### src/rtl/st_pixel_unpacker_if.sv
// Ready/valid streaming bus used on both sides of st_pixel_unpacker.
//
// Parameters:
//   DW    - data width of the stream
// Signals:
//   data  - payload, qualified by valid
//   valid - source has a transfer on offer
//   ready - sink can take the transfer this cycle
// A transfer happens on a rising clock edge where valid && ready.
// Modports:
//   master - drives data/valid, observes ready
//   slave  - observes data/valid, drives ready

interface st_pixel_unpacker_if #(
  parameter int unsigned DW = 32
);

  logic [DW-1:0] data;
  logic          valid;
  logic          ready;

  modport master (
    output data,
    output valid,
    input  ready
  );

  modport slave (
    input  data,
    input  valid,
    output ready
  );

endinterface

### src/rtl/st_pixel_unpacker.sv
// st_pixel_unpacker
//
// Width converter between the mSGDMA 256-bit streaming source and the
// 32-bit HDMI pixel path. Each accepted input beat is held and replayed as
// IN_DW/OUT_DW pixels, lane 0 (least significant) first. Position counters
// tag pixels with start-of-frame and end-of-line markers.
//
// Parameters:
//   IN_DW     - input beat width, integer multiple of OUT_DW
//   OUT_DW    - pixel width (RGBX, X in [31:24])
//   H_ACTIVE  - pixels per line
//   V_ACTIVE  - lines per frame
// Ports:
//   clk       - clock
//   rst       - synchronous active-high reset
//   st        - input beat stream (slave side, IN_DW wide)
//   px        - output pixel stream (master side, OUT_DW wide)
//   px_sof    - current pixel is (0,0) of a frame, qualified by px.valid
//   px_eol    - current pixel is last of its line, qualified by px.valid
//
// Build option:
//   ST_UNPACK_FRAME_MARK_EN - when defined, builds the h/v position
//   counters that drive px_sof/px_eol. When undefined, both markers are
//   tied low; data path and handshakes are identical.

module st_pixel_unpacker #(
  parameter int unsigned IN_DW    = 256,
  parameter int unsigned OUT_DW   = 32,
  parameter int unsigned H_ACTIVE = 1280,
  parameter int unsigned V_ACTIVE = 720
) (
  input  logic                 clk,
  input  logic                 rst,
  st_pixel_unpacker_if.slave   st,
  st_pixel_unpacker_if.master  px,
  output logic                 px_sof,
  output logic                 px_eol
);

  localparam int unsigned LANES = IN_DW / OUT_DW;
  localparam int unsigned LW    = (LANES > 1) ? $clog2(LANES) : 1;
  localparam logic [LW-1:0] LastLane = LW'(LANES - 1);

  // Reject configurations the lane slicing cannot represent.
  if ((OUT_DW == 0) || (IN_DW % OUT_DW != 0) || (LANES < 1) ||
      (H_ACTIVE < 1) || (V_ACTIVE < 1)) begin : g_param_check
    $error("st_pixel_unpacker: illegal parameter combination");
  end

  // ---------------------------------------------------------------------
  // Beat holding register and lane sequencer
  // ---------------------------------------------------------------------
  logic [IN_DW-1:0] hold_q, hold_d;
  logic             full_q, full_d;
  logic [LW-1:0]    lane_q, lane_d;

  logic last_lane;
  logic px_fire;
  logic st_fire;

  always_comb begin
    last_lane = (lane_q == LastLane);
    px_fire   = full_q && px.ready;
    // The last-lane handshake frees the register in the same cycle, so a
    // waiting beat can load with no bubble. This makes px.ready -> st.ready
    // a combinational path. Held low during reset so no beat slips in.
    st.ready  = !rst && (!full_q || (px_fire && last_lane));
    st_fire   = st.valid && st.ready;

    px.valid  = full_q;
    px.data   = hold_q[lane_q*OUT_DW +: OUT_DW];
  end

  always_comb begin
    hold_d = hold_q;
    full_d = full_q;
    lane_d = lane_q;
    if (st_fire) begin
      // Covers both the empty case and the last-lane overlap case.
      hold_d = st.data;
      full_d = 1'b1;
      lane_d = '0;
    end else if (px_fire) begin
      if (last_lane) begin
        full_d = 1'b0;
      end else begin
        lane_d = lane_q + LW'(1);
      end
    end
  end

  always_ff @(posedge clk) begin
    if (rst) begin
      hold_q <= '0;
      full_q <= 1'b0;
      lane_q <= '0;
    end else begin
      hold_q <= hold_d;
      full_q <= full_d;
      lane_q <= lane_d;
    end
  end

  // ---------------------------------------------------------------------
  // Frame position markers
  // ---------------------------------------------------------------------
`ifdef ST_UNPACK_FRAME_MARK_EN
  localparam int unsigned HW = (H_ACTIVE > 1) ? $clog2(H_ACTIVE) : 1;
  localparam int unsigned VW = (V_ACTIVE > 1) ? $clog2(V_ACTIVE) : 1;
  localparam logic [HW-1:0] HLast = HW'(H_ACTIVE - 1);
  localparam logic [VW-1:0] VLast = VW'(V_ACTIVE - 1);

  logic [HW-1:0] h_cnt_q, h_cnt_d;
  logic [VW-1:0] v_cnt_q, v_cnt_d;

  always_comb begin
    h_cnt_d = h_cnt_q;
    v_cnt_d = v_cnt_q;
    // Position tracks pixels actually consumed downstream.
    if (px_fire) begin
      if (h_cnt_q == HLast) begin
        h_cnt_d = '0;
        v_cnt_d = (v_cnt_q == VLast) ? '0 : v_cnt_q + VW'(1);
      end else begin
        h_cnt_d = h_cnt_q + HW'(1);
      end
    end
    px_sof = (h_cnt_q == '0) && (v_cnt_q == '0);
    px_eol = (h_cnt_q == HLast);
  end

  always_ff @(posedge clk) begin
    if (rst) begin
      h_cnt_q <= '0;
      v_cnt_q <= '0;
    end else begin
      h_cnt_q <= h_cnt_d;
      v_cnt_q <= v_cnt_d;
    end
  end
`else
  assign px_sof = 1'b0;
  assign px_eol = 1'b0;
`endif

endmodule

### src/flat_wrapper.sv
// flat-port wrapper written by rule: the top's interface ports become plain ports
module st_pixel_unpacker_flat 
#(
  parameter int unsigned IN_DW    = 256,
  parameter int unsigned OUT_DW   = 32,
  parameter int unsigned H_ACTIVE = 1280,
  parameter int unsigned V_ACTIVE = 720
)
  (clk, rst, px_sof, px_eol, st_data, st_valid, st_ready, px_data, px_valid, px_ready);
  st_pixel_unpacker_if #(.DW(IN_DW)) st_i ();
  st_pixel_unpacker_if #(.DW(OUT_DW)) px_i ();
  input  logic clk;
  input  logic rst;
  output logic px_sof;
  output logic px_eol;
  input wire logic [$bits(st_i.data)-1:0] st_data;
  input wire logic [$bits(st_i.valid)-1:0] st_valid;
  output wire logic [$bits(st_i.ready)-1:0] st_ready;
  output wire logic [$bits(px_i.data)-1:0] px_data;
  output wire logic [$bits(px_i.valid)-1:0] px_valid;
  input wire logic [$bits(px_i.ready)-1:0] px_ready;
  assign st_i.data = st_data;
  assign st_i.valid = st_valid;
  assign st_ready = st_i.ready;
  assign px_data = px_i.data;
  assign px_valid = px_i.valid;
  assign px_i.ready = px_ready;
  st_pixel_unpacker #(.IN_DW(IN_DW), .OUT_DW(OUT_DW), .H_ACTIVE(H_ACTIVE), .V_ACTIVE(V_ACTIVE)) u_core (.clk(clk), .rst(rst), .st(st_i), .px(px_i), .px_sof(px_sof), .px_eol(px_eol));
endmodule
### config.mk
export PLATFORM = sky130hd
export DESIGN_NAME = st_pixel_unpacker_flat
export DESIGN_NICKNAME = d
export VERILOG_FILES = /design/src/rtl/st_pixel_unpacker_if.sv /design/src/rtl/st_pixel_unpacker.sv /design/src/flat_wrapper.sv
export SDC_FILE = /design/constraint.sdc
export NUM_CORES = 1
export LEC_CHECK = 0
export BUFFER_PORTS_ARGS = -buffer_cell sky130_fd_sc_hd__buf_2
export CAP_MARGIN = 20
export CELL_PAD_IN_SITES_DETAIL_PLACEMENT = 2
export CELL_PAD_IN_SITES_GLOBAL_PLACEMENT = 2
export CORE_MARGIN = 8
export CORE_UTILIZATION = 36
export CTS_BUF_LIST = sky130_fd_sc_hd__clkbuf_4
export DETAILED_ROUTE_END_ITERATION = 16
export PLACE_DENSITY = 0.82
export SYNTH_ARGS = -nofsm -noshare
export SYNTH_HDL_FRONTEND = slang
export SYNTH_SLANG_ARGS = --single-unit
### constraint.sdc
create_clock -name clk -period 2.2 [get_ports clk]
set_input_delay 0.44 -clock clk [delete_from_list [all_inputs] [get_ports clk]]
set_output_delay 0.44 -clock clk [all_outputs]
set_load 0.02 [all_outputs]
# Yosys cells after proc, flatten, opt, wreduce, memory -nomap -nowiden

Index checks and enable logic that the tools add are counted.

Flip-flop bits (word level): 260
Memories: 0
Bits in latches: 0
Memory bits (writable): 0
Word-level logic and storage cells: 22
ROM bits: 0

Multipliers: 0
Order comparisons: 0
Shifts and indexed selects: 1
$add $sub $neg: 1
Reduce and logical (&&, ||, !) cells: 12
Multiplexer cells: 3
Eq/ne operators: 1
Bitwise operators: 1
Divide/modulo/power cells: 0

Operators with widths:

| operator                                     | number |
|---|---|
| variable part select 256 x 9 -> 32 bit       | 1 |
| logical AND 1 bit                            | 4 |
| AND reduction 2 bit                          | 2 |
| nonzero test 2 bit                           | 2 |
| adder 3 x 1 -> 3 bit (second input constant) | 1 |
| == test 3 bit (second input constant)        | 1 |
| two-way mux 1 bit                            | 3 |
| logical NOT 1 bit                            | 2 |
| OR reduction 2 bit                           | 1 |
| logical OR 1 bit                             | 1 |
| inverter 1 bit                               | 1 |

# Longest topological paths before layout

Gate-level depths: netlist of the first run.

Depth after elaboration: 7
Depth in mapped cells: 7
Gate-level depth less buffers: 5

# Least setup slack after synthesis of the first run

OpenSTA, ideal clock, no wires.

Path kind: flip-flop to output port
Start point: register u_core.lane_q[0]
End point: output px_data[0]
Setup slack: 0.202 ns
Stages on the path, launching flop included: 5
Arrival time: 1.558 ns
Required time: 1.760 ns
Cell sequence: dfxtp_1 -> buf_4 -> buf_4 -> mux4_2 -> mux2_2

Word-level cells in the longest chain between the ends: 1

Ends and longest elaborated chain:

| element                                | line                     | text |
|---|---|---|
| start, declared                        | st_pixel_unpacker.sv:55  | `logic [LW-1:0] lane_q, lane_d;` |
| start signal, assigned                 | st_pixel_unpacker.sv:100 | `lane_q <= lane_d;` |
| variable part select 256 x 9 -> 32 bit | st_pixel_unpacker.sv:71  | `px.data = hold_q[lane_q*OUT_DW +: OUT_DW];` |
| end, declared                          | flat_wrapper.sv:19       | `output wire logic [$bits(px_i.data)-1:0] px_data;` |

No other way between the ends.

# Final worst setup path of the first run

Start point: register u_core.lane_q[0]
End point: output px_data[29]

Same word-level chain as after synthesis.

==> results of run 1 <==
area by class of cell:
type | instances | area, sq um
sequential | 260 | 5210
fill | 3181 | 14900
clock buffer | 112 | 841
antenna | 7 | 17.5
timing repair buffer | 603 | 5090
clock inverter | 24 | 146
multi-input combinational | 624 | 6490
tap | 448 | 561
worst max-delay path: stages (launching register included):
cell and delay, ns:
dfxtp_4 0.46, buf_12 0.13, buf_16 0.14, mux4_2 0.59, mux2_4 0.32, buf_6 0.14
layout by cell type, fill, tap and decap left out, drive strengths merged, types with 2 or more instances in the layout:
cell and count:
mux2i 2, clkinv 21, dlygate4sd3 257, buf 341, bufinv 2, mux4 64, nor2 3, dfxtp 260
diode 7, nor2b 256, ha 2, clkbuf 114, nor3 3, mux2 288, bufbuf 3, conb 2
what timing repair did:
| action | CTS | global route |
|---|---|---|
| resized for setup | 69 | 23 |
| setup buffers | 9 | 5 |
| hold buffers | 257 | 0 |
| gates cloned | 7 | 1 |
| pin swaps | 2 | 1 |
| hold endpoints to repair | 257 | 0 |
| setup endpoints to repair | 143 | 291 |
worst max-delay path by stage:
stage                         end  cells past startpoint              from
6_report              px_data[29]                      5  u_core.lane_q[0]
5_1_grt               px_data[16]                      5  u_core.lane_q[0]
4_1_cts               px_data[17]                      4  u_core.lane_q[0]
3_5_place_dp   u_core.hold_q[184]                      8  u_core.lane_q[0]
3_3_place_gp          px_data[14]                      5  u_core.lane_q[0]
2_1_floorplan          px_data[0]                      4  u_core.lane_q[0]
cells by family after synthesis:
family                     after synthesis
muxes                                  354
and+or+nand+nor                        264
DFF                                    260
buffers and inverters                   77
adders and majority gates                2
other                                    1
AOI/OAI and AO/OA                        1
xor gates and xnor gates                 1
sequential cells by signal (all words and copies together) (netlist names):
name,count
u_core.hold_q,256
u_core.px.valid,1
u_core.lane_q,3
power by group through the flow:
stage	Combinational, W	Sequential, W	Clock, W
6_report	0.00234	0.00530	0.00523
5_1_grt	0.00244	0.00531	0.00558
4_1_cts	0.00215	0.00523	0.00500
3_5_place_dp	0.00160	0.00532	0
3_3_place_gp	0.00155	0.00530	0
2_1_floorplan	0.00104	0.00524	0
layer usage:
metal / global-route usage (%) / up-vias / part of all wire [%] / wire, um
met4: 17.7 / 4 / 5.8 / 3620
met2: 60.2 / 422 / 56 / 35100
met5: 0 / - / 0.053 / 33
li1: - / 4620 / - / -
met1: 28.0 / 5378 / 33 / 20500
met3: 7.38 / 154 / 4.9 / 3080
per-stage QoR:
step | cells | area [sq um] | setup TNS, ns | hold WS (ns)
2_1_floorplan | 961 | 12100 | 0 | 0.561
3_3_place_gp | 1657 | 14100 | 0 | 0.575
3_5_place_dp | 1657 | 14100 | -0.364 | 0.590
4_1_cts | 2065 | 18200 | -45.14 | 0.124
5_1_grt | 2077 | 18400 | -119.01 | 0.204
6_report | 2078 | 18400 | -100.42 | 0.244
==> flow_summary.ini, run 1 <==
[global_route]
antenna_found_initial = 8
groute.usage.overall_pct = 30.6
first_pass_grt_wire_length_um = 88300
global_route.overflow_total = 0
grt_pass1_vias = 13034
grt_start_max_net_pins = 175

[logic_synthesis]
yosys.area.top_type = dfxtp_1
ys_seq_area_share_pct = 43.0
synth_compound_gate_area_share_pct = 0.0621
seq_cells_post_synth = 260
post_synth_inst_count = 960
mappedNetlistArea_sq_mm = 0.0121
synthDominantCellAreaShare_pct = 43.0
synth_edf_count = 0
async_reset_ff_share_pct = 0
most_common_cell_in_the_synthesized_netlist = mux2_2
dominant_combinational_cell_family_by_area_after_synthesis = multiplexers
synthFlopType = dfxtp_1
count_of_synthesis_stage_warnings_from_yosys = 0
yosysUniqueCellTypes = 18
synth.cells.most_frequent = mux2_2, dfxtp_1, nor2b_1
yosys.area_share.simple_pct = 13.6
yosys.area_share.adder_pct = 0.207
post_synth_xor_area_fraction_pct = 0.0724
synthTopCellsByArea = dfxtp_1, mux2_2, nor2b_1
mean_instance_size_in_the_synthesized_netlist_sq_um = 12.6
yosys-mux-area-fraction_pct = 38.9

[power_and_ir_drop]
power.total_w = 0.0129
net_sw_share_pct = 30.1
power-per-cell-area_mw_per_mm2 = 700
max_ir_drop_vdd_mv = 0.419
seq_power_share_pct = 41.2
power_frac_comb_pct = 18.2
leakagePower_nw = 7.91
internal_power_w = 0.00899
portion_of_total_power_attributed_to_the_clock_network_pct = 40.6
power_switching_w = 0.00387

[sta]
period_share_pct = 136
postLayoutSetupSlackWorst_ns = -0.789
max_freq_mhz = 335
max_slew_headroom_pct = 43.3
total_count_of_max_transition_violations_in_the_final_report = 0
setup_violations = 292
period_needed_ns = 2.99
final.setup_skew_ns = 0.0435
least_margin_pin_slew_ns = 0.850
hold_viol_final = 0
grt_setup_unrepaired = yes

[detailed_routing]
drt_first_pass_iters = 4
first_iter_violations = 422
drt_drc_violations_left = 0
drt-total-wl_um = 62400
route.detailed.wl_per_inst_um = 30.0
detail-route-antenna-nets = 0
vias_per_cell = 5.09
via_count = 10578

[clock_network]
cts-htree-levels = 3
clock_tree.buffer_depth = 3
numCtsBuffers = 78
cts_sinks = 260
clk_pin_slew_ns = 0.09
worst_skew_pair.late_latency_ns = 0.77
cts_tree = yes
clock-root-buffer = clkbuf_4

[die]
floorplan.rows = 67
ios = 296
die_height_um = 199
core_sq_mm = 0.0333
die-area_sq_mm = 0.0397
horizontal_die_dimension_um = 199
start_util_pct = 36.3

[setup_path]
crit_required_ns = 1.76
worst_setup_ep_type = primary output
timing.critical_path.fanout_max = 7
criticalPathCategory = flop to primary output
reg2reg_to = u_core.hold_q[105]
reg2reg_depth = 10
worst-r2r-setup-slack_ns = -0.44
regToRegStartpoint = u_core.lane_q[0]
timing.critical_path.arrival_ns = 2.55
startpoint_kind_of_the_worst_setup_timing_path = flop

[place]
preCtsSetupSlack_ns = -0.0255
place.port_buffers = 293
post-dp-hpwl_um = 28900
finalWeightedCongestion = 0.763

[status]
outcome = finished, violations left
violations = negative setup slack

[job]
timing.max_cap.violations = 0

[min_path]
hp-start = px_ready
worst_hold_path.endpoint = u_core.px.valid
type_of_the_worst_min_delay_path = input port to flop
hold_path_depth = 5

[layout]
area_growth_syn_to_layout_pct = 51.8
post_route_cells_drive_above_1_share_pct = 50.6
finalCoreUtilization_pct = 55.2
fin_nets = 1829
Power figures use the tool's default switching activity.
==> inputs of run 2 (changes only) <==
--- a/config.mk
+++ b/config.mk
@@ -5,15 +5,17 @@
 export SDC_FILE = /design/constraint.sdc
 export NUM_CORES = 1
 export LEC_CHECK = 0
+export ABC_AREA = 1
 export BUFFER_PORTS_ARGS = -buffer_cell sky130_fd_sc_hd__buf_2
 export CAP_MARGIN = 20
 export CELL_PAD_IN_SITES_DETAIL_PLACEMENT = 2
 export CELL_PAD_IN_SITES_GLOBAL_PLACEMENT = 2
 export CORE_MARGIN = 8
-export CORE_UTILIZATION = 36
+export CORE_UTILIZATION = 29
 export CTS_BUF_LIST = sky130_fd_sc_hd__clkbuf_4
 export DETAILED_ROUTE_END_ITERATION = 16
-export PLACE_DENSITY = 0.82
+export GPL_TIMING_DRIVEN = 0
+export PLACE_DENSITY = 0.84
 export SYNTH_ARGS = -nofsm -noshare
 export SYNTH_HDL_FRONTEND = slang
 export SYNTH_SLANG_ARGS = --single-unit
==> flow_summary.ini, run 2 <==
[detailed_routing]
route.detailed.wl_per_inst_um = 32.2
detail-route-antenna-nets = 0
vias_per_cell = 5.47
drt_first_pass_iters = 5
drt_drc_violations_left = 0
first_iter_violations = 1518
via_count = 17762
drt-total-wl_um = 104000

[power_and_ir_drop]
max_ir_drop_vdd_mv = 0.393
power.total_w = 0.0139
leakagePower_nw = 10.2
power-per-cell-area_mw_per_mm2 = 684

[logic_synthesis]
synth.cells.most_frequent = nand2_1, nand3_1, inv_1
most_common_cell_in_the_synthesized_netlist = nand2_1
synthTopCellsByArea = dfxtp_1, nand2_1, nand3_1
mean_instance_size_in_the_synthesized_netlist_sq_um = 6.19
synthFlopType = dfxtp_1
ys_seq_area_share_pct = 42.2
post_synth_inst_count = 1991
seq_cells_post_synth = 260
synth_edf_count = 0
count_of_synthesis_stage_warnings_from_yosys = 0
yosysUniqueCellTypes = 17
synthDominantCellAreaShare_pct = 42.2
yosys.area.top_type = dfxtp_1
mappedNetlistArea_sq_mm = 0.0123
async_reset_ff_share_pct = 0

[layout]
post_layout_nonfiller_instances = 3246
number_of_fillers_in_the_final_layout = 4710
fin_nets = 2889
post_route_cells_drive_above_1_share_pct = 28.9
final_common_cell = nand2_1
sequential_cell_area_sq_mm = 0.00521
final_cell_mix = nand2_1, nand3_1, buf_2
area_growth_syn_to_layout_pct = 64.3
multi_input_comb_area_sq_mm = 0.00676
largest_register_ffs = 256
registers.top_by_ff_count = u_core.hold_q

[setup_path]
reg2reg_depth = 11
path_cells = buf_8 > buf_6 > nand2_1 > nand3_4 > nand2_4 > nand2_2 > nand2_2 > buf_6
critPathBufInv = 3
reg2reg_to = u_core.hold_q[197]
path_length_in_cells_of_the_critical_path = 8
startpoint_kind_of_the_worst_setup_timing_path = flop
crit_family = simple AND/OR/NAND/NOR gates
worst-r2r-setup-slack_ns = -0.22
criticalPathCategory = flop to primary output
worst_setup_ep_type = primary output
timing.critical_path.arrival_ns = 2.35
timing.critical_path.fanout_max = 10
crit_required_ns = 1.76
timing.critical_path.slowest_stage_cell = dfxtp_4
regToRegStartpoint = u_core.lane_q[0]
slowest_delay_ns = 0.46

[sta]
hold_viol_final = 0
timing.setup.tns_ns = -32.06
grt_setup_unrepaired = yes
final.setup_skew_ns = 0.0644
least_margin_pin_slew_ns = 0.948
total_count_of_max_transition_violations_in_the_final_report = 0
period_needed_ns = 2.79
setup_violations = 243
max_slew_headroom_pct = 36.8
period_share_pct = 127
postLayoutSetupSlackWorst_ns = -0.590
max_freq_mhz = 358

[place]
finalWeightedCongestion = 0.880
post-dp-hpwl_um = 45600
numPlacedInstances = 2823
place.port_buffers = 292

[min_path]
type_of_the_worst_min_delay_path = input port to flop
hp-start = st_data[225]
worst_hold_path.endpoint = u_core.hold_q[225]
hold_path_depth = 3

[clock_network]
cts-htree-levels = 3
clk_pin_slew_ns = 0.08
worst_skew_pair.late_latency_ns = 0.85
clock-root-buffer = clkbuf_4
cts_sinks = 260
cts_tree = yes
numCtsBuffers = 76
clock_tree.buffer_depth = 3

[job]
timing.max_cap.violations = 0

[status]
violations = negative setup slack
outcome = finished, violations left

[die]
horizontal_die_dimension_um = 222
die-area_sq_mm = 0.0494
ios = 296
core_sq_mm = 0.0419
die_height_um = 222
floorplan.rows = 75
start_util_pct = 29.4

[global_route]
first_pass_grt_wire_length_um = 128000
antenna_found_initial = 15
global_route.overflow_total = 0
grt_pass1_vias = 19472
groute.usage.overall_pct = 34.3
grt_start_max_net_pins = 11
-- run 2: cell count changes after synthesis, moves of 6 or more --
cell | before | now
buf_1 | 1 | 13
buf_2 | 8 | 65
buf_4 | 12 | 6
buf_6 | 20 | 0
clkbuf_1 | 36 | 51
inv_1 | 0 | 264
mux2_2 | 288 | 0
mux4_2 | 64 | 0
nand2_1 | 0 | 936
nand3_1 | 0 | 385
nor2b_1 | 256 | 1
-- run 2: power by group --
group	internal, W	switching [W]	leakage [nW]	total, W
Sequential	0.00499	0.000266	2.14	0.00526
Combinational	0.00118	0.00190	7.43	0.00308
Clock	0.00259	0.00293	0.594	0.00551
Total	0.00876	0.00509	10.2	0.0139
-- run 2: cell type report --
type                       instances  share of cell area, %
antenna                           22                  0.272
buffer                           134                   6.08
clock buffer                     113                   4.19
clock inverter                    23                  0.704
inverter                         265                   4.98
multi-input combinational       1332                   33.4
sequential                       260                   25.7
tap                              539                   3.33
timing repair buffer             558                   21.4
-- run 2: worst max-delay path by stage --
stage / start / end / slack [ns]
detailed placement: u_core.lane_q[0] / px_data[13] / -0.62
floorplan: u_core.lane_q[0] / st_ready / 0.46
global route: u_core.lane_q[2] / px_data[5] / -0.61
CTS: u_core.lane_q[0] / px_data[16] / -0.53
global placement: u_core.lane_q[0] / px_data[12] / -0.56
finish: u_core.lane_q[0] / px_data[4] / -0.59
-- run 2: kinds of logic after synthesis --
kind of cell	after synthesis	synth area share (%)
flip-flops	260	42.2
AND/OR/NAND/NOR	1323	44.2
other	1	0.0304
AO/OA/AOI/OAI	5	0.325
buffers and inverters	400	13.0
adder cells (fa/ha/maj)	2	0.203
-- run 2: worst min-delay path, delay by kind of cell --
kind	cells	cell delay, ns
buffers and inverters	1	0.08
and+or+nand+nor	2	0.28
-- run 2: layer usage --
| layer | track usage (%) | up-vias | routed length [um] |
|---|---|---|---|
| met3 | 6.15 | 542 | 7460 |
| met4 | 20.8 | 2 | 9220 |
| li1 | - | 7362 | - |
| met2 | 65.8 | 1080 | 51800 |
| met5 | 0 | - | 8 |
| met1 | 33.8 | 8776 | 36000 |
-- run 2: repair_timing --
action	in CTS	in global routing
pin swaps	30	73
hold buffers	255	1
gates resized for setup	278	378
setup buffers	2	5
endpoints found under the setup margin	219	238
gates cloned	1	2
endpoints found under the hold margin	255	1
-- run 2: metrics by stage --
step / util [%] / cell area (sq um) / hold slack (ns) / setup WS (ns)
after floorplan: - / 12300 / 0.419 / 0.463
after global placement: 34.5 / 14500 / 0.428 / -0.559
after detailed placement: 34.5 / 14500 / 0.433 / -0.621
after CTS: 45.2 / 19000 / 0.00458 / -0.532
after global routing: 48.3 / 20300 / 0.0223 / -0.612
final: 48.3 / 20300 / 0.0562 / -0.590
==> inputs of run 3 (changes only) <==
==> constraint.sdc (replaced) <==
create_clock -name clk -period 2.6 [get_ports clk]
set_input_delay 0.52 -clock clk [delete_from_list [all_inputs] [get_ports clk]]
set_output_delay 0.52 -clock clk [all_outputs]
set_load 0.02 [all_outputs]
==> flow_summary.ini, run 3 (synthesis results as in run 2) <==
[die]
floorplan.rows = 75
die_height_um = 222
core_sq_mm = 0.0419
horizontal_die_dimension_um = 222
ios = 296
start_util_pct = 29.4
die-area_sq_mm = 0.0494

[setup_path]
reg2reg_depth = 10
timing.critical_path.fanout_max = 10
timing.critical_path.slowest_stage_cell = dfxtp_4
crit_family = buffers and inverters
regToRegStartpoint = u_core.lane_q[0]
timing.critical_path.arrival_ns = 2.28
worst_setup_ep_type = primary output
critPathBufInv = 4
path_cells = inv_8 > buf_12 > buf_12 > nand2_1 > nand3_2 > nand2_4 > nand2_2 > nand2_2 > buf_6
criticalPathCategory = flop to primary output
crit_required_ns = 2.08
reg2reg_to = u_core.hold_q[128]
worst-r2r-setup-slack_ns = 0.03
startpoint_kind_of_the_worst_setup_timing_path = flop
slowest_delay_ns = 0.46

[global_route]
groute.usage.overall_pct = 31.2
grt_pass1_vias = 18702
global_route.overflow_total = 0
antenna_found_initial = 10
first_pass_grt_wire_length_um = 118000
grt_start_max_net_pins = 11

[layout]
registers.top_by_ff_count = u_core.hold_q
largest_register_ffs = 256
fin_nets = 2826
area_growth_syn_to_layout_pct = 57.0
final_common_cell = nand2_1
postLayoutCellArea_sq_mm = 0.0194
final_cell_mix = nand2_1, nand3_1, buf_2
post_route_cells_drive_above_1_share_pct = 28.9

[sta]
final.setup_skew_ns = 0.0462
grt_setup_unrepaired = yes
timing.setup.tns_ns = -4.52
least_margin_pin_slew_ns = 0.873
max_freq_mhz = 357
period_share_pct = 108
max_slew_headroom_pct = 41.8
setup_violations = 33
hold_viol_final = 0
total_count_of_max_transition_violations_in_the_final_report = 0
postLayoutSetupSlackWorst_ns = -0.200
period_needed_ns = 2.80
fin_worst_hold_slack_ns = 0.00475

[min_path]
worst_hold_path.endpoint = u_core.hold_q[8]
hp-start = st_data[8]
type_of_the_worst_min_delay_path = input port to flop
hold_path_depth = 3

[detailed_routing]
via_count = 16637
drt_drc_violations_left = 0
vias_per_cell = 5.25
drt-total-wl_um = 90300
route.detailed.wl_per_inst_um = 28.5
first_iter_violations = 1008
detail-route-antenna-nets = 0
drt_first_pass_iters = 5

[clock_network]
clk_pin_slew_ns = 0.07
worst_skew_pair.late_latency_ns = 0.81
clock-root-buffer = clkbuf_4
cts-htree-levels = 3
clock_tree.buffer_depth = 3
cts_tree = yes
cts_sinks = 260
numCtsBuffers = 76

[place]
post-dp-hpwl_um = 45600
place_area_sq_mm = 0.0145
place.port_buffers = 292
finalWeightedCongestion = 0.880

[status]
outcome = finished, violations left
violations = negative setup slack

[power_and_ir_drop]
power-per-cell-area_mw_per_mm2 = 580
leakagePower_nw = 9.88
max_ir_drop_vdd_mv = 0.335

[job]
timing.max_cap.violations = 0
[run 3: power by group]
part | switching (W) | internal [W] | total, W
clock network | 0.00228 | 0.00219 | 0.00447
registers | 0.000198 | 0.00422 | 0.00442
logic | 0.00146 | 0.000884 | 0.00235
total | 0.00394 | 0.00730 | 0.0112
[run 3: layer usage]
layer / part of all wire, % / track usage [%]
met2: 52 / 59.6
met4: 6.3 / 14.5
met3: 4.8 / 5.03
met1: 37 / 33.0
met5: 0.012 / 0
[run 3: what timing repair did]
item,in CTS,in global routing
endpoints found under the setup margin,33,33
hold endpoints to repair,196,0
pin swaps,30,71
hold buffers,196,0
buffers inserted,2,1
gates resized for setup,275,253
cloned,1,3
[run 3: worst max path at each step]
stage               slack (ns)             start  cells after the start          end
CTS                      -0.21  u_core.lane_q[0]                      9  px_data[16]
finish                   -0.20  u_core.lane_q[0]                      9  px_data[15]
global placement         -0.24  u_core.lane_q[0]                      8  px_data[12]
global route             -0.22  u_core.lane_q[0]                      9   px_data[0]
floorplan                 0.78  u_core.lane_q[0]                      5     st_ready
detailed placement       -0.30  u_core.lane_q[0]                      8  px_data[13]
[run 3: stage by stage]
step                power [W]  std cells  util, %  setup WS, ns
global placement      0.00586       2823     34.5        -0.239
finish                 0.0112       3170     46.2        -0.200
floorplan             0.00522       1992        -         0.783
detailed placement    0.00594       2823     34.5        -0.301
global route           0.0115       3170     46.2        -0.217
CTS                    0.0105       3158     43.8        -0.212
[run 3: layout make-up]
cell class,count,area [sq um]
flip-flops and latches,260,5210
clock buffers,113,848
repair buffers,495,3720
plain buffers,134,1020
multi-input cells,1332,6710
clock inverters,23,143
fillers,4838,22600
diodes,9,22.5
inverters,265,1010
well taps,539,674
[run 3: worst reg2reg max path: stages (launching register included)]
cell	delay [ns]
dfxtp_4	0.46
buf_4	0.16
ha_4	0.14
ha_4	0.15
nand2_4	0.07
a21oi_4	0.26
buf_4	0.22
buf_2	0.38
buf_2	0.35
nand3_1	0.19
nand2_1	0.15
